==> src/rtl/bubble_stream_receiver_pkg.sv <==
// bubble_rx_pkg
// Shared definitions for the bubble stream receiver: FSM state encoding,
// the two-pair bootloader sync pattern, default capture lengths and the
// buffer address width.
// Optional feature macro used by the receiver: BUBBLE_RX_CHECKSUM_EN.
package bubble_rx_pkg;

    typedef enum logic [2:0] {
        ST_IDLE,
        ST_SEEK_SYNC,
        ST_SYNC2,
        ST_SKIP,
        ST_CAPTURE,
        ST_DONE
    } rx_state_t;

    // Bootloader start pattern: one 01 pair immediately followed by 11
    localparam logic [1:0] SYNC_FIRST  = 2'b01;
    localparam logic [1:0] SYNC_SECOND = 2'b11;

    localparam int DEFAULT_BOOT_SEEK_MAX    = 2700;
    localparam int DEFAULT_BOOT_DATA_LENGTH = 1920;
    localparam int DEFAULT_PAGE_SKIP        = 100;
    localparam int DEFAULT_PAGE_DATA_LENGTH = 512;

    localparam int ADDR_WIDTH  = 11;
    localparam int COUNT_WIDTH = 16;

endpackage

==> src/rtl/bubble_stream_receiver_if.sv <==
// bubble_stream_receiver_if
// Groups the bubble bus (strobe plus odd/even active-low data) with the
// 2048x2 buffer write port.
//   slave  : receiver side - samples the bubble bus, drives the write port
//   master : host/test side - drives the bubble bus, observes the write port
interface bubble_stream_receiver_if;
    import bubble_rx_pkg::*;

    logic                  data_out_strobe;
    logic                  bubble_in_odd;
    logic                  bubble_in_even;
    logic [ADDR_WIDTH-1:0] capture_write_address;
    logic [1:0]            capture_write_data;
    logic                  capture_write_enable;

    modport slave (
        input  data_out_strobe,
        input  bubble_in_odd,
        input  bubble_in_even,
        output capture_write_address,
        output capture_write_data,
        output capture_write_enable
    );

    modport master (
        output data_out_strobe,
        output bubble_in_odd,
        output bubble_in_even,
        input  capture_write_address,
        input  capture_write_data,
        input  capture_write_enable
    );

endinterface

==> src/rtl/bubble_stream_receiver_strobe_sync.sv <==
// bubble_strobe_sync
// Brings the asynchronous bubble strobe and both data lines into the
// master_clock domain through 2-FF synchronizers and produces a one-cycle
// pulse on each rising edge of the synchronized strobe.
// Ports:
//   master_clock, reset          : clock, async active-high reset
//   strobe_async                 : raw data-out strobe
//   odd_async, even_async        : raw active-low data lines
//   sample_event                 : one-cycle pulse per strobe rising edge
//   sample_pair                  : de-inverted {odd, even}, valid with sample_event
module bubble_strobe_sync (
    input  logic       master_clock,
    input  logic       reset,
    input  logic       strobe_async,
    input  logic       odd_async,
    input  logic       even_async,
    output logic       sample_event,
    output logic [1:0] sample_pair
);

    logic [2:0] strobe_pipe;
    logic [1:0] odd_pipe;
    logic [1:0] even_pipe;

    // Data lines reset to their idle (high) level so a spurious event right
    // after reset reads as 00 rather than 11.
    always_ff @(posedge master_clock or posedge reset) begin
        if (reset) begin
            strobe_pipe <= '0;
            odd_pipe    <= '1;
            even_pipe   <= '1;
        end else begin
            strobe_pipe <= {strobe_pipe[1:0], strobe_async};
            odd_pipe    <= {odd_pipe[0], odd_async};
            even_pipe   <= {even_pipe[0], even_async};
        end
    end

    // Data is stable around the strobe rising edge, so the synchronized data
    // stage lines up with the synchronized strobe stage.
    assign sample_event = strobe_pipe[1] & ~strobe_pipe[2];
    assign sample_pair  = ~{odd_pipe[1], even_pipe[1]};

endmodule

==> src/rtl/bubble_stream_receiver.sv <==
// bubble_stream_receiver
// Captures the two-channel bubble data stream into a 2048x2 buffer.
// Bootloader mode hunts for the 01,11 start pattern (with a timeout);
// page mode discards a fixed number of leading pairs. Each captured pair is
// written de-inverted with an active-low one-cycle write enable.
// Optional feature: define BUBBLE_RX_CHECKSUM_EN to get a running 16-bit
// sum of written pairs on capture_checksum; otherwise it is tied to zero.
// Ports:
//   master_clock, reset      : clock, async active-high reset
//   capture_start            : one-cycle pulse arming a capture (IDLE only)
//   capture_mode             : 1 = bootloader, 0 = page (sampled on start)
//   bus                      : bubble bus in, buffer write port out
//   capture_busy             : high while a capture is in progress
//   capture_done             : one-cycle completion pulse
//   capture_error            : sticky seek timeout flag
//   capture_checksum         : running payload sum
module bubble_stream_receiver
    import bubble_rx_pkg::*;
#(
    parameter int BOOT_SEEK_MAX    = DEFAULT_BOOT_SEEK_MAX,
    parameter int BOOT_DATA_LENGTH = DEFAULT_BOOT_DATA_LENGTH,
    parameter int PAGE_SKIP        = DEFAULT_PAGE_SKIP,
    parameter int PAGE_DATA_LENGTH = DEFAULT_PAGE_DATA_LENGTH
) (
    input  logic                      master_clock,
    input  logic                      reset,
    input  logic                      capture_start,
    input  logic                      capture_mode,
    bubble_stream_receiver_if.slave   bus,
    output logic                      capture_busy,
    output logic                      capture_done,
    output logic                      capture_error,
    output logic [15:0]               capture_checksum
);

    localparam logic [COUNT_WIDTH-1:0] SEEK_LAST = COUNT_WIDTH'(BOOT_SEEK_MAX - 1);
    localparam logic [COUNT_WIDTH-1:0] SKIP_LAST = COUNT_WIDTH'(PAGE_SKIP - 1);
    localparam logic [COUNT_WIDTH-1:0] BOOT_LAST = COUNT_WIDTH'(BOOT_DATA_LENGTH - 1);
    localparam logic [COUNT_WIDTH-1:0] PAGE_LAST = COUNT_WIDTH'(PAGE_DATA_LENGTH - 1);

    rx_state_t state;
    rx_state_t next_state;

    logic                   sample_event;
    logic [1:0]             sample_pair;
    logic                   mode_boot;
    logic [COUNT_WIDTH-1:0] seek_count;
    logic [COUNT_WIDTH-1:0] skip_count;
    logic [COUNT_WIDTH-1:0] write_count;
    logic [COUNT_WIDTH-1:0] capture_last;
    logic [ADDR_WIDTH-1:0]  write_address;
    logic [1:0]             write_data;
    logic                   write_enable_n;

    logic start_accept;
    logic seek_inc;
    logic skip_inc;
    logic do_write;
    logic timeout_hit;

    bubble_strobe_sync u_sync (
        .master_clock (master_clock),
        .reset        (reset),
        .strobe_async (bus.data_out_strobe),
        .odd_async    (bus.bubble_in_odd),
        .even_async   (bus.bubble_in_even),
        .sample_event (sample_event),
        .sample_pair  (sample_pair)
    );

    assign capture_last = mode_boot ? BOOT_LAST : PAGE_LAST;

    // State register
    always_ff @(posedge master_clock or posedge reset) begin
        if (reset) begin
            state <= ST_IDLE;
        end else begin
            state <= next_state;
        end
    end

    // Next-state and datapath control. The seek counter counts every non-01
    // pair seen before sync completes, including pairs that knock SYNC2 back
    // to SEEK_SYNC; a 01 while in SYNC2 just extends the preamble.
    always_comb begin
        next_state   = state;
        start_accept = 1'b0;
        seek_inc     = 1'b0;
        skip_inc     = 1'b0;
        do_write     = 1'b0;
        timeout_hit  = 1'b0;
        case (state)
            ST_IDLE: begin
                if (capture_start) begin
                    start_accept = 1'b1;
                    if (capture_mode) begin
                        next_state = ST_SEEK_SYNC;
                    end else if (PAGE_SKIP == 0) begin
                        next_state = ST_CAPTURE;
                    end else begin
                        next_state = ST_SKIP;
                    end
                end
            end
            ST_SEEK_SYNC: begin
                if (sample_event) begin
                    if (sample_pair == SYNC_FIRST) begin
                        next_state = ST_SYNC2;
                    end else if (seek_count == SEEK_LAST) begin
                        timeout_hit = 1'b1;
                        next_state  = ST_DONE;
                    end else begin
                        seek_inc = 1'b1;
                    end
                end
            end
            ST_SYNC2: begin
                if (sample_event) begin
                    if (sample_pair == SYNC_SECOND) begin
                        next_state = ST_CAPTURE;
                    end else if (sample_pair != SYNC_FIRST) begin
                        if (seek_count == SEEK_LAST) begin
                            timeout_hit = 1'b1;
                            next_state  = ST_DONE;
                        end else begin
                            seek_inc   = 1'b1;
                            next_state = ST_SEEK_SYNC;
                        end
                    end
                end
            end
            ST_SKIP: begin
                if (sample_event) begin
                    if (skip_count == SKIP_LAST) begin
                        next_state = ST_CAPTURE;
                    end else begin
                        skip_inc = 1'b1;
                    end
                end
            end
            ST_CAPTURE: begin
                if (sample_event) begin
                    do_write = 1'b1;
                    if (write_count == capture_last) begin
                        next_state = ST_DONE;
                    end
                end
            end
            ST_DONE: begin
                next_state = ST_IDLE;
            end
            default: begin
                next_state = ST_IDLE;
            end
        endcase
    end

    // Counters, registered write port and status flags. The done pulse is
    // registered from the DONE state so it lands one cycle after the final
    // write, the same cycle busy drops.
    always_ff @(posedge master_clock or posedge reset) begin
        if (reset) begin
            mode_boot      <= 1'b0;
            seek_count     <= '0;
            skip_count     <= '0;
            write_count    <= '0;
            write_address  <= '0;
            write_data     <= 2'b00;
            write_enable_n <= 1'b1;
            capture_done   <= 1'b0;
            capture_error  <= 1'b0;
        end else begin
            capture_done   <= (state == ST_DONE);
            write_enable_n <= 1'b1;
            if (start_accept) begin
                mode_boot     <= capture_mode;
                seek_count    <= '0;
                skip_count    <= '0;
                write_count   <= '0;
                write_address <= '0;
                capture_error <= 1'b0;
            end
            if (seek_inc) begin
                seek_count <= seek_count + 1'b1;
            end
            if (skip_inc) begin
                skip_count <= skip_count + 1'b1;
            end
            if (timeout_hit) begin
                capture_error <= 1'b1;
            end
            if (do_write) begin
                write_enable_n <= 1'b0;
                write_address  <= write_count[ADDR_WIDTH-1:0];
                write_data     <= sample_pair;
                write_count    <= write_count + 1'b1;
            end
        end
    end

`ifdef BUBBLE_RX_CHECKSUM_EN
    // Accumulates the pair presented on the write port during its write cycle
    always_ff @(posedge master_clock or posedge reset) begin
        if (reset) begin
            capture_checksum <= '0;
        end else if (start_accept) begin
            capture_checksum <= '0;
        end else if (!write_enable_n) begin
            capture_checksum <= capture_checksum + {14'b0, write_data};
        end
    end
`else
    assign capture_checksum = '0;
`endif

    assign capture_busy              = (state != ST_IDLE);
    assign bus.capture_write_address = write_address;
    assign bus.capture_write_data    = write_data;
    assign bus.capture_write_enable  = write_enable_n;

endmodule

==> src/flat_wrapper.sv <==
// flat-port wrapper written by rule: the top's interface ports become plain ports
module bubble_stream_receiver_flat import bubble_rx_pkg::*;
#(
    parameter int BOOT_SEEK_MAX    = DEFAULT_BOOT_SEEK_MAX,
    parameter int BOOT_DATA_LENGTH = DEFAULT_BOOT_DATA_LENGTH,
    parameter int PAGE_SKIP        = DEFAULT_PAGE_SKIP,
    parameter int PAGE_DATA_LENGTH = DEFAULT_PAGE_DATA_LENGTH
)
  (master_clock, reset, capture_start, capture_mode, capture_busy, capture_done, capture_error, capture_checksum, bus_data_out_strobe, bus_bubble_in_odd, bus_bubble_in_even, bus_capture_write_address, bus_capture_write_data, bus_capture_write_enable);
  bubble_stream_receiver_if bus_i ();
  input  logic master_clock;
  input  logic reset;
  input  logic capture_start;
  input  logic capture_mode;
  output logic capture_busy;
  output logic capture_done;
  output logic capture_error;
  output logic [15:0] capture_checksum;
  input wire logic [$bits(bus_i.data_out_strobe)-1:0] bus_data_out_strobe;
  input wire logic [$bits(bus_i.bubble_in_odd)-1:0] bus_bubble_in_odd;
  input wire logic [$bits(bus_i.bubble_in_even)-1:0] bus_bubble_in_even;
  output wire logic [$bits(bus_i.capture_write_address)-1:0] bus_capture_write_address;
  output wire logic [$bits(bus_i.capture_write_data)-1:0] bus_capture_write_data;
  output wire logic [$bits(bus_i.capture_write_enable)-1:0] bus_capture_write_enable;
  assign bus_i.data_out_strobe = bus_data_out_strobe;
  assign bus_i.bubble_in_odd = bus_bubble_in_odd;
  assign bus_i.bubble_in_even = bus_bubble_in_even;
  assign bus_capture_write_address = bus_i.capture_write_address;
  assign bus_capture_write_data = bus_i.capture_write_data;
  assign bus_capture_write_enable = bus_i.capture_write_enable;
  bubble_stream_receiver #(.BOOT_SEEK_MAX(BOOT_SEEK_MAX), .BOOT_DATA_LENGTH(BOOT_DATA_LENGTH), .PAGE_SKIP(PAGE_SKIP), .PAGE_DATA_LENGTH(PAGE_DATA_LENGTH)) u_core (.master_clock(master_clock), .reset(reset), .capture_start(capture_start), .capture_mode(capture_mode), .bus(bus_i), .capture_busy(capture_busy), .capture_done(capture_done), .capture_error(capture_error), .capture_checksum(capture_checksum));
endmodule
==> config.mk <==
export PLATFORM = sky130hd
export DESIGN_NAME = bubble_stream_receiver_flat
export DESIGN_NICKNAME = d
export VERILOG_FILES = /design/src/rtl/bubble_stream_receiver_pkg.sv /design/src/rtl/bubble_stream_receiver_if.sv /design/src/rtl/bubble_stream_receiver_strobe_sync.sv /design/src/rtl/bubble_stream_receiver.sv /design/src/flat_wrapper.sv
export SDC_FILE = /design/constraint.sdc
export NUM_CORES = 1
export LEC_CHECK = 0
export ABC_CLOCK_PERIOD_IN_PS = 3800
export CORE_ASPECT_RATIO = 1.2
export CORE_MARGIN = 4
export CORE_UTILIZATION = 55
export CTS_BUF_LIST = sky130_fd_sc_hd__clkbuf_2 sky130_fd_sc_hd__clkbuf_4 sky130_fd_sc_hd__clkbuf_8
export CTS_CLUSTER_DIAMETER = 120
export DETAILED_ROUTE_END_ITERATION = 12
export PLACE_DENSITY = 0.78
export SETUP_SLACK_MARGIN = 0.15
export SYNTH_ARGS = -nofsm -noshare
export SYNTH_HDL_FRONTEND = slang
export SYNTH_SLANG_ARGS = --single-unit
==> constraint.sdc <==
create_clock -name master_clock -period 3.8 [get_ports master_clock]
set_clock_uncertainty 0.15 [all_clocks]
set_input_delay 0.76 -clock master_clock [delete_from_list [all_inputs] [get_ports master_clock]]
set_output_delay 0.76 -clock master_clock [all_outputs]
set_load 0.03 [all_outputs]
# Yosys cells after proc, flatten, opt, wreduce, memory -nomap -nowiden
# Index checks and enable logic that the tools add are counted.
dict set report word_totals {
  ff_bits 75
  latchBits 0
  ram_bits 0
  romBits 0
  input_bits 7
  out_inout_bits 33
  wordCells 91
  memories 0
}
dict set report classes {
  n_addsub 3
  mul 0
  div_mod_pow 0
  magnitude_cmp 0
  eq_ne 20
  shift 0
  n_mux 45
  bitwise 3
  reduce_logical 7
}
# op count
set ops {}
lappend ops {{two-way mux 16 bit} 4}
lappend ops {{adder 16 x 1 -> 16 bit (second input constant)} 3}
lappend ops {{two-way mux 3 bit} 12}
lappend ops {{two-way mux 11 bit} 3}
lappend ops {{two-way mux 1 bit} 22}
lappend ops {{== test 16 x 12 -> 1 bit (second input constant)} 1}
lappend ops {{== test 16 bit} 1}
lappend ops {{== test 16 x 7 -> 1 bit (second input constant)} 1}
lappend ops {{one-hot mux 3 bit (5 select lines)} 1}
lappend ops {{inequality test 2 x 1 -> 1 bit (second input constant)} 7}
lappend ops {{AND reduction 9 bit} 1}
lappend ops {{nonzero test 2 bit} 4}
lappend ops {{== test 3 x 2 -> 1 bit (second input constant)} 2}
lappend ops {{== test 3 bit (second input constant)} 2}
lappend ops {{inequality test 3 x 1 -> 1 bit (second input constant)} 2}
lappend ops {{one-hot mux 1 bit (2 select lines)} 2}
lappend ops {{== test 3 x 1 -> 1 bit (second input constant)} 1}
lappend ops {{logical NOT 3 bit} 1}
lappend ops {{nonzero test 3 bit} 1}
lappend ops {{== test 2 x 1 -> 1 bit (second input constant)} 1}
lappend ops {{== test 2 bit (second input constant)} 1}
lappend ops {{two-way mux 2 bit} 1}
lappend ops {{inequality test 2 bit (second input constant)} 1}
lappend ops {{NOT 2 bit} 1}
lappend ops {{other kinds (2)} 2}

# Longest topological paths before layout
dict set report depth {
  depth_word 7
  mapped_depth 8
  ltp_nobuf 6
}

# Cells and area by module
# A second synthesis with hierarchy kept.
dict set report unflattened {
  cells_unflattened 407
  hier_area_um2 3865.0
}
# mod instances cells_per_inst area_per_inst_um2 seq_area_each_um2
set by_module_without_submodules {}
lappend by_module_without_submodules {bubble_stream_receiver 1 396 3659.8 1702.9}
lappend by_module_without_submodules {bubble_strobe_sync 1 11 205.2 180.2}

# Worst setup path after synthesis
# OpenSTA, ideal clock, no wires.
dict set report synth_path {
  kind {reg2reg}
  from {register u_core.skip_count[0]}
  to {register u_core.skip_count[5]}
  setup_ps 140
  t_arrival_ps 1759
  required_ps 3510
  path_slack_ps 1751
  stages_incl_launch_ff 8
  n_path_buf 1
  period_less_slack_ps 2049
  cell_sequence {dfrtp_1 ha_1 and4b_1 and4_1 or2_1 buf_6 o311ai_0 o41ai_1}
}
dict set report synth_via {
  elab_chain_len 5
  word_cells_on_any_way 7
  cone_classes {add/sub (1); eq/ne (1); mux (4); reduce/logical (1)}
}
# item line
set synth_rtl {}
lappend synth_rtl {{from (decl)} bubble_stream_receiver.sv:48} ;# logic [COUNT_WIDTH-1:0] skip_count;
lappend synth_rtl {{from (signal assigned)} bubble_stream_receiver.sv:187} ;# skip_count <= skip_count + 1'b1;
lappend synth_rtl {{branches (longest 5 deep; another with adder 16 x 1 -> 16 bit)} n/a}
# Parallel ways; which one is timed is not known.
# A chain may end at the register's enable or synchronous reset.

# Final worst setup path
dict set report layout_path {
  from {register u_core.state[1]}
  to {output capture_busy}
}
dict set report layout_via {
  elab_chain_len 1
}
# item line
set layout_rtl {}
lappend layout_rtl {{from (decl)} bubble_stream_receiver.sv:41} ;# rx_state_t state;
lappend layout_rtl {{from (signal assigned)} bubble_stream_receiver.sv:78} ;# state <= next_state;
lappend layout_rtl {{nonzero test 3 bit} bubble_stream_receiver.sv:216} ;# assign capture_busy = (state != ST_IDLE);
lappend layout_rtl {{to (decl)} flat_wrapper.sv:15} ;# output logic capture_busy;
# No other way between the ends.

==> summary.txt <==
Final layout
  • Final #Nets: 414
  • Layout cell share with drive strength beyond 1: 0.0929
  • Diodes inserted: 0
  • Fin cells: 496
  • Util after Layout: 0.637
  • Post-route cell area: 4340 um2
  • FILL cells: 544
  • Area growth from synthesis to layout: 13.6%

Min path
  • Hold path endpoint: u_core.u_sync.even_pipe[1]
  • Hold_sp: u_core.u_sync.even_pipe[0]
  • Worst min path class: flop to flop
  • Cells on Worst Hold Path: 0

Clock tree
  • Clk buf depth: 2
  • Worst skew pair latency: 0.36 ns
  • Clock root cell: clkbuf_8
  • Clock transition at path regs: 0.08 ns
  • Hold_buf cts: 0
  • CTS Buf Count: 9
  • H-tree depth: 3
  • Clk sinks: 75
  • Total setup buffers inserted after CTS: 0
  • Clock tree from TritonCTS: built
  • Resize count post-CTS: 0

Outcome
  • Status: complete, no violations

STA
  • Unrepaired setup endpoints after global routing: no
  • Setup TNS: 0 ns
  • Setup-failing EPs final: 0
  • Fin crit period: 2.71 ns
  • Slew Limit Fails: 0
  • Period utilisation layout: 0.713
  • Measured slew at the worst slew-check pin: around 0.63 ns
  • FMAX: 369 MHz
  • Setup WS post-layout: 1.09 ns
  • Slew headroom: 0.577
  • Final Hold Vio Count: 0

Worst setup path
  • Crit path arrival time: 1.80 ns
  • Startpoint Class: flop
  • Crit. End Element: primary output
  • Worst R2R End: u_core.seek_count[13]
  • CP Class: flop to primary output
  • Reg2Reg Depth: 5
  • Worst EP required: ~2.9 ns
  • Worst R2R Setup Slack: 1.29 ns
  • Max FO, Critical Path: 12
  • FF-to-FF Start: u_core.state[1]

Global route
  • M2 GR Usage: 0.320
  • Met1 usage: 0.264
  • GR Util All Layers: 0.198
  • GR peak layer: met2
  • GRT met3 Usage: 0.0323
  • Vias in the first global route: 2857
  • Gr ovfl total: 0
  • First-pass GRT wire length: around 14000 um
  • Initial antenna violation count: 0
  • Largest net degree at the start of global routing: 76

Placement
  • IO buf count: 23
  • HPWL Detailed: 5160 um
  • RD Place Congestion: 0.837
  • Dpl ws: about 1.3 ns
  • Post-Place Cells: 480
  • Cell area after placement: 4040 um2

Routing
  • Pre-Repair DR Iteration Count: 5
  • Vias/cell: 6.05
  • Final wirelength: ~8000 um
  • Drt wl/cell: 15.8 um
  • Vias post-DR: 3002
  • Iteration-0 DRC Markers: 343
  • DRC Markers: 0
  • Antenna-violating nets left: 0

Synth
  • XOR/XNOR share of the synthesized area: 0.00229
  • Compound-cell area share of the yosys netlist: 0.168
  • FF+latch count, synth: 75
  • Post-synthesis mux area share: 0.0481
  • Async S/R FF share, synth: 1.00
  • Distinct cells, synth: 59
  • Top-count cell post-synth: dfrtp_1
  • Synth cell count leaders: dfrtp_1 (70), nand2_1 (46), o21ai_0 (27)
  • Post-synthesis sequential area ratio: 0.493
  • Mapped cell area: 3820 um2
  • Count of flip-flops with a built-in enable after synthesis: 0
  • Mapped Avg Cell Area: between 9 and 10 um2
  • Most area-hungry cell type in the Yosys netlist: dfrtp_1
  • Post-synthesis simple-gate area fraction: 0.205
  • Largest family of logic cells by synthesized area: simple AND/OR/NAND/NOR gates
  • Syn Inst Count: between 300 and 400
  • Share of the synthesized area in the top cell type: 0.459
  • Post-Synth Adder-Cell Area: 0.00983
  • Prevailing post-synth register cell: dfrtp_1
  • Synth top area cells: dfrtp_1 (46%), nand2_1 (4.5%), mux2i_1 (3.9%)
  • Synth Warn #: 0

Power
  • Power per cell area: roughly 470 nW/um2
  • Logic pwr share: 0.114
  • Pleak: roughly 1.9 nW
  • Net switching power: 0.504 mW
  • Pint: 1.53 mW
  • Flop pwr share: 0.445
  • Switching share of power: 0.247
  • Clock Power Share: 0.441
  • Worst ir drop on vdd: 0.000333 V

Floorplanning
  • Boundary pin count: 40
  • Die X: 84.1 um
  • Area of the core: 6810 um2
  • Die area: 8350 um2
  • Initial Util: 0.561
  • Die height: 99.3 um
  • Num rows: 33

Run
  • Max-cap violations: 0
[how the worst max path moves through the flow]
stage	startpoint	end	slack, ns	depth (start not counted)
CTS	u_core.state[1]	capture_busy	1.09	3
detailed placement	u_core.state[1]	u_core.seek_count[13]	1.33	5
floorplan	reset	u_core.bus.capture_write_address[0]	0.99	1
global route	u_core.state[1]	capture_busy	1.00	3
global placement	capture_start	u_core.skip_count[8]	1.37	6
finish	u_core.state[1]	capture_busy	1.09	3
[worst max-delay path: stages (launching register included)]
cell	delay, ns
dfrtp_1	0.56
nor2_1	0.13
nand2_1	0.09
clkdlybuf4s50_1	0.66
[cell families (layout without fill, tap and decap cells)]
group,count (synthesis),after routing
buffers and inverters,49,59
multiplexers,18,18
AO/OA/AOI/OAI,92,92
other,1,16
XOR/XNOR,1,1
flip-flops,75,75
adder cells (fa/ha/maj),3,3
AND/OR/NAND/NOR,145,145
[power groups by stage]
stage	Clock, mW	Sequential, mW	Combinational (mW)
final	0.897	0.906	0.233
after global routing	0.947	0.913	0.252
after CTS	0.907	0.907	0.235
after detailed placement	0	0.922	0.234
after global placement	0	0.917	0.227
after floorplan	0	0.956	0.119
[routing by layer]
layer	vias up	part of all wire
met5	-	0
met4	0	0.020
met3	18	0.043
met2	91	0.49
met1	1459	0.45
li1	1434	-
[layout by cell type, fill, tap and decap left out, types with 4 or more instances in the layout]
cell and n:
bufinv_16 5, o311ai_0 9, a21oi_1 9, dfstp_2 5
mux2i_1 15, nand3_1 24, conb_1 16, o21ai_0 27
nand2_1 46, nor3b_1 4, clkbuf_8 10, nand4_1 8
inv_1 13, dfrtp_1 70, nor3_1 10, a22o_1 10
nor2_1 16, o41ai_1 10, and3_1 5, o31ai_1 6
nor4_1 6, o211ai_1 6, buf_4 4, clkdlybuf4s50_1 23
[sequential cells by signal, summed over array words and instances (netlist names)]
| register | count |
|---|---|
| u_core.bus.capture_write_address | 11 |
| u_core.bus.capture_write_enable | 1 |
| u_core.capture_done | 1 |
| u_core.u_sync.odd_pipe | 2 |
| u_core.u_sync.even_pipe | 2 |
| u_core.mode_boot | 1 |
| u_core.u_sync.strobe_pipe | 3 |
| u_core.skip_count | 16 |
| u_core.state | 3 |
| u_core.write_count | 16 |
| u_core.bus.capture_write_data | 2 |
| u_core.capture_error | 1 |
| u_core.seek_count | 16 |
[final cells by class]
class / instances / area (um2) / share of cell area
timing repair buffer: 28 / 280 / 0.0646
clock inverter: 6 / 159 / 0.0366
multi-input combinational: 275 / 1720 / 0.395
inverter: 15 / 56.3 / 0.0130
sequential: 75 / 1880 / 0.434
tap: 87 / 109 / 0.0251
clock buffer: 10 / 138 / 0.0317
[stage by stage]
step	hold slack, ns	total power, mW
final	0.208	2.04
after global routing	0.218	2.11
after CTS	0.209	2.05
after detailed placement	0.185	1.16
after global placement	0.187	1.14
after floorplan	0.181	1.07
No activity file was read; power rests on OpenSTA's default activity.
